--- src/rtl/ram_stream_reader.sv ---
// Streams a contiguous block of words out of a simple dual-port RAM read port.
// Each RAM read returns its word one cycle later, and a 2-entry skid FIFO carries the words onto a valid/ready stream.
module ram_stream_reader #(
  parameter int ADDR_WIDTH = 16,
  parameter int DATA_WIDTH = 64,
  parameter int LEN_WIDTH  = 16
) (
  input  logic                  clk,
  input  logic                  rst_ni,
  input  logic                  start,
  input  logic [ADDR_WIDTH-1:0] start_addr,
  input  logic [LEN_WIDTH-1:0]  start_len,
  input  logic                  abort,
  output logic                  busy,
  output logic                  done,
  output logic [ADDR_WIDTH-1:0] ram_addr,
  input  logic [DATA_WIDTH-1:0] ram_rddata,
  output logic                  out_valid,
  input  logic                  out_ready,
  output logic [DATA_WIDTH-1:0] out_data,
  output logic                  out_last,
  output logic [1:0]            dbg_state
);

  localparam logic [1:0] S_IDLE  = 2'd0;
  localparam logic [1:0] S_ISSUE = 2'd1;
  localparam logic [1:0] S_DRAIN = 2'd2;

  logic [1:0]            state;
  logic [ADDR_WIDTH-1:0] rd_addr;
  logic [LEN_WIDTH-1:0]  remaining;
  logic                  pending;
  logic                  pending_last;
  logic [DATA_WIDTH-1:0] fifo_data [2];
  logic                  fifo_last [2];
  logic                  wr_ptr;
  logic                  rd_ptr;
  logic [1:0]            fifo_count;
  logic                  done_q;

  logic push, pop, credit_ok, issue, drain_ok, flush;

  // Stream handshake: a word transfers in any cycle where out_valid and out_ready
  // are both high. out_valid never depends on out_ready, and the word holds while stalled.
  always_comb begin
    pop       = out_valid && out_ready;
    push      = pending;
    credit_ok = (fifo_count == 2'd0) || (fifo_count == 2'd1 && !pending);
    issue     = (state == S_ISSUE) && (credit_ok || pop);
    drain_ok  = !pending && ((fifo_count == 2'd0) || (fifo_count == 2'd1 && pop));
    flush     = abort && (state != S_IDLE);
  end

  always_ff @(posedge clk or negedge rst_ni) begin
    if (!rst_ni) begin
      state        <= S_IDLE;
      rd_addr      <= '0;
      remaining    <= '0;
      pending      <= 1'b0;
      pending_last <= 1'b0;
      fifo_last[0] <= 1'b0;
      fifo_last[1] <= 1'b0;
      wr_ptr       <= 1'b0;
      rd_ptr       <= 1'b0;
      fifo_count   <= 2'd0;
      done_q       <= 1'b0;
    end else begin
      done_q <= 1'b0;
      if (flush) begin
        state        <= S_IDLE;
        pending      <= 1'b0;
        pending_last <= 1'b0;
        wr_ptr       <= 1'b0;
        rd_ptr       <= 1'b0;
        fifo_count   <= 2'd0;
      end else begin
        pending      <= issue;
        pending_last <= issue && (remaining == LEN_WIDTH'(1));
        if (push) begin
          fifo_last[wr_ptr] <= pending_last;
          wr_ptr            <= ~wr_ptr;
        end
        if (pop) rd_ptr <= ~rd_ptr;
        if (push && !pop)      fifo_count <= fifo_count + 2'd1;
        else if (pop && !push) fifo_count <= fifo_count - 2'd1;

        case (state)
          S_IDLE: begin
            if (start) begin
              rd_addr   <= start_addr;
              remaining <= start_len;
              state     <= (start_len == '0) ? S_DRAIN : S_ISSUE;
            end
          end
          S_ISSUE: begin
            if (issue) begin
              rd_addr   <= rd_addr + ADDR_WIDTH'(1);
              remaining <= remaining - LEN_WIDTH'(1);
              if (remaining == LEN_WIDTH'(1)) state <= S_DRAIN;
            end
          end
          S_DRAIN: begin
            if (drain_ok) begin
              state  <= S_IDLE;
              done_q <= 1'b1;
            end
          end
          default: state <= S_IDLE;
        endcase
      end
    end
  end

  // Payload storage needs no reset; occupancy is tracked by fifo_count.
  always_ff @(posedge clk) begin
    if (push) fifo_data[wr_ptr] <= ram_rddata;
  end

  assign busy      = (state != S_IDLE);
  assign done      = done_q;
  assign ram_addr  = rd_addr;
  assign out_valid = (fifo_count != 2'd0);
  assign out_data  = fifo_data[rd_ptr];
  assign out_last  = out_valid && fifo_last[rd_ptr];
  assign dbg_state = state;

endmodule
--- config.mk ---
export PLATFORM = sky130hd
export DESIGN_NAME = ram_stream_reader
export DESIGN_NICKNAME = d
export VERILOG_FILES = /design/src/rtl/ram_stream_reader.sv
export SDC_FILE = /design/constraint.sdc
export NUM_CORES = 1
export LEC_CHECK = 0
export CAP_MARGIN = 20
export CORE_MARGIN = 10
export CORE_UTILIZATION = 45
export DETAILED_ROUTE_END_ITERATION = 16
export GPL_TIMING_DRIVEN = 1
export PLACE_DENSITY = 0.75
export RECOVER_POWER = 100
export SYNTH_ARGS = -nofsm -noshare
export SYNTH_HDL_FRONTEND = slang
export SYNTH_SLANG_ARGS = --single-unit
--- constraint.sdc ---
create_clock -name clk -period 8.8 [get_ports clk]
set_clock_uncertainty 0.05 [all_clocks]
set_input_delay 1.32 -clock clk [delete_from_list [all_inputs] [get_ports clk]]
set_output_delay 1.32 -clock clk [all_outputs]
set_load 0.02 [all_outputs]
* After elaboration in Yosys (flattened, before gate mapping)
Memories as Yosys holds them, arrays and structs flattened. Index checks and enable logic that the tools add are counted.
Word-level totals: register bits after elaboration 43, RAM bits 128, output and inout port bits 86, logic and storage cells 95, memories kept 1
Operators by class: add/subtract/negate cells 4, order comparisons 3, equal/unequal tests 10, mux-type cells 33, bitwise logic cells 5, reductions and logical operators 28
Memories:
- fifo_data | words 2, width 64, read ports 1, clocked after memory_dff 0, wr ports 1, RTL line 34 | logic [DATA_WIDTH-1:0] fifo_data [2];
Operators by type and width (count):
- two-way mux 16 bit | 4
- case mux 16 bit (2 select lines) | 2
- two-way mux 2 bit | 9
- adder 16 x 1 -> 16 bit (second input constant) | 1
- equality test 16 x 1 -> 1 bit (second input constant) | 1
- logical NOT 16 bit | 1
- subtractor 16 x 1 -> 16 bit (second input constant) | 1
- two-way mux 1 bit | 15
- logical AND 1 bit | 11
- nonzero test 2 bit | 5
- != test 3 bit (second input constant) | 3
- AND reduction 4 bit | 2
- case mux 2 bit (3 select lines) | 1
- equality test 2 x 1 -> 1 bit (second input constant) | 2
- >= comparator 2 bit (second input constant) | 2
- logical NOT 2 bit | 2
- != test 2 bit (second input constant) | 2
- NOT 1 -> 2 bit | 2
- logical OR 1 bit | 3
- != test 3 x 2 -> 1 bit (second input constant) | 1
- NOT 1 bit | 3
- nonzero test 3 bit | 1
- adder 2 x 1 -> 2 bit (second input constant) | 1
- bitwise mux 2 bit | 1
- other kinds (6) | 7

* Logic depth before layout (Yosys ltp)
depth in word-level cells 8, depth in mapped cells 8

* Worst setup path after synthesis
No wires, ideal clock.
path type reg-to-reg, from register pending, to register fifo_last[1] in the netlist's numbering, library setup time 125 ps, data arrival time 3734 ps, data required time 8625 ps, slack 4892 ps, cell stages (with the launch flop) 6, clock period less this slack 3908 ps, path through dfrtp_1 -> buf_4 -> inv_2 -> nor2_1 -> nand2_1 -> mux2_2
Between the ends: word-level cells in the longest chain between the ends 1
Ends and longest elaborated chain:
- start: declaration | RTL line 32 | logic pending;
- start signal: assignment | RTL line 77 | pending <= issue;
- AND reduction 2 bit (no source line)
- end signal: indexed assignment | RTL line 80 | fifo_last[wr_ptr] <= pending_last;
- end: declaration | RTL line 35 | logic fifo_last [2];
Every way passes these cells. A chain may end at the register's enable or synchronous reset.

* Worst setup path after layout
from register rd_ptr, to output out_data[37]
Between the ends: word-level cells in the longest chain between the ends 1
Ends and longest elaborated chain:
- start: declaration | RTL line 37 | logic rd_ptr;
- start signal: assignment | RTL line 83 | if (pop) rd_ptr <= ~rd_ptr;
- memory (2 x 64 bit)
- end: declaration | RTL line 20 | output logic [DATA_WIDTH-1:0] out_data,
Every way passes these cells.

==> metrics <==
IO Pins=187; final std cells w/o fill=932; routability cong.=0.870; mapped cell area=7270 um^2; critical-path cell list=clkbuf_1, mux2_2, dlygate4sd3_1; max incr delay on CP=2.27 ns; Pwr Total=0.00318 W; post-DR vias/cell=5.43; FMAX=168 MHz; Top FF cell, synth=edfxtp_1; Async SR Flop Fraction=25.1%; unrepaired setup endpoints after global routing=no; vias in the first global route=5247; Gate Count Post-Synth=518; leakage=3.47 nW; most frequent cell after synthesis=edfxtp_1; post-CTS setup buffers=0; Die Span Y=147 um; GRT overflow=0; 1st-iter DRT viols=351; leading area contributor after synthesis=edfxtp_1; final hold vios=0; status=finished with violations; CTS tree=built; Yosys top cell area share=52.9%; root buf cell=clkbuf_16; global-route wire length before repair=29200 um; Post-synth top cells=edfxtp_1 (128), mux2_2 (66), dfrtp_1 (43); FILL cells=1223; Worst path slowest cell=clkbuf_1; Clock transition at path regs=0.06 ns; arrival time worst endpoint=4.59 ns; detailed-route wire length=18300 um; die area=21600 um^2; Clock Tree Buf Depth=2; worst relative slew slack=-110%; die width=147 um; final setup fails=0; number of synthesized flops with an enable pin=128; Crit Path Max Fanout=56; layout cells sized above 1=14.3%; Layout area overhead=35.8%; proportion of synthesized area in mux cells=10.6%; min-delay src=pending_last; pin count of the biggest net entering global routing=57; Gates resized, CTS repair=0; post-synthesis average cell area=14.0 um^2; largest family of logic cells by synthesized area=multiplexers; initial core utilization=45.8%; Wirelength per Cell=19.7 um; IO buf count=186; WHS Path Cells=1; VDD IR max=0.178 mV; syn_nets=624; Post-CTS Hold Fix Bufs=0; post-DP HPWL=12900 um; Tcrit/Tclk final=67.7%; Synth area leaders=edfxtp_1 (53%), dfrtp_1 (15%), mux2_2 (10%); H-tree depth=4; worst r2r src=pending; row cnt=46; initial antenna violation count=0; Crit Path Category=register to primary output; Hold EP=fifo_last[0]; post-synthesis cell type count=56; flops & latches, synth=171; critical path required time=7.43 ns; Seq/Total Area, Yosys=67.7%; storage element area=4920 um^2; Final min period=5.96 ns; Skew-Pair Late Insertion Delay=0.42 ns; final net count=808; Setup crit end kind=primary output; via count=5063; CTS Buf Count=17; yosys warns=0; xor and xnor area share after synthesis=0.482%; Crit Reg-Reg Endpoint=fifo_data[0][17]; Slew @ Worst Pin=3.16 ns; DRT Pass-1 Iters=6; Post-Synth Adder-Cell Area=0.861%; All-Layer GR Usage=16.9%; DRT antenna net count=0; CP startpoint kind=register; Compound-Gate Fraction of Synth Area=8.81%; Worst Reg-to-Reg Cells=3; Pwr Density=322 nW/um^2; Max Slew Vio Count=243; dpl cells=898; setup TNS=0 ns; Core Area=15900 um^2; multi-input logic area=2180 um^2; Reg2Reg Setup Slack=4.66 ns; Design Area, Final=9870 um^2; clock sinks=171; HP Class=register to register; Post-DP Area=9320 um^2; Post-Synth Simple-Gate Area=9.38%; failing checks=max-capacitance violations, max-slew violations; DRC=0; Max-Cap Viols=5
==> flip-flops by register name, summed over array words and instances (netlist names), 2 cells and up <==
signal,cells
ram_addr,16
remaining,16
dbg_state,2
fifo_data,128
fifo_last,2
fifo_count,2
==> final cells by class <==
type | instances | share of cell area (%)
clock inverters | 15 | 1.64
diodes | 1 | 0.0254
repair buffers | 192 | 19.1
well taps | 216 | 2.74
clock buffers | 17 | 4.31
flip-flops and latches | 171 | 49.8
multi-input cells | 312 | 22.0
inverters | 8 | 0.304
==> layer usage <==
metal	global-route usage (%)	vias up	wire length [um]
met5	0	-	0
met4	5.70	0	289
met3	5.01	23	1690
met2	25.7	236	8410
met1	22.7	2456	7950
li1	-	2348	-
==> cell families (layout without fill, tap and decap cells) <==
logic type                 Yosys count  count (layout)
and+or+nand+nor                    128             128
AOI/OAI and AO/OA                  106             106
adders and majority gates            5               5
muxes                               69              69
DFF                                171             171
other                                0               1
xor gates and xnor gates             4               4
buffers and inverters               35             232
==> worst max-delay path: cells and delay by family (launching register included) <==
family	cells	cell delay (ns)
DFF	1	0.65
muxes	1	0.51
buffers and inverters	2	2.98
==> through the flow <==
step / hold slack, ns / utilization, % / setup slack (ns)
after floorplan: 0.413 / - / 4.89
after detailed placement: 0.448 / 58.7 / 4.96
after global routing: 0.487 / 62.1 / 2.45
after global placement: 0.431 / 58.7 / 5.05
after CTS: 0.462 / 62.4 / 4.77
final: 0.458 / 62.1 / 2.84
==> worst max-delay path by stage <==
stage / startpoint / endpoint / slack [ns]
6_report: rd_ptr / out_data[37] / 2.84
5_1_grt: rd_ptr / out_data[37] / 2.45
2_1_floorplan: pending / fifo_last[1] / 4.89
3_5_place_dp: abort / remaining[9] / 4.96
4_1_cts: rd_ptr / out_data[18] / 4.77
3_3_place_gp: abort / ram_addr[13] / 5.05
==> power breakdown <==
part | internal (W) | total, W | switching (W)
combinational | 0.000533 | 0.00124 | 0.000704
sequential | 0.00106 | 0.00120 | 0.000134
clock | 0.000424 | 0.000743 | 0.000319
total | 0.00202 | 0.00318 | 0.00116
==> cell usage in the layout (no fill, tap or decap), drive strengths merged, types with 3 or more instances in the layout <==
cell type / count
dlygate4sd3: 145
edfxtp: 128
mux2: 66
dfrtp: 43
a21oi: 43
clkdlybuf4s50: 40
nor2: 36
o21ai: 29
clkbuf: 22
nand2: 21
nor3: 14
inv: 14
nor4: 12
nand3: 11
o22ai: 10
nand2b: 7
nand4: 7
clkinv: 7
a2bb2oi: 5
ha: 5
or3: 4
a211oi: 4
mux2i: 3
a22oi: 3
xnor2: 3
and3: 3
No activity file was read; power rests on OpenSTA's default activity.
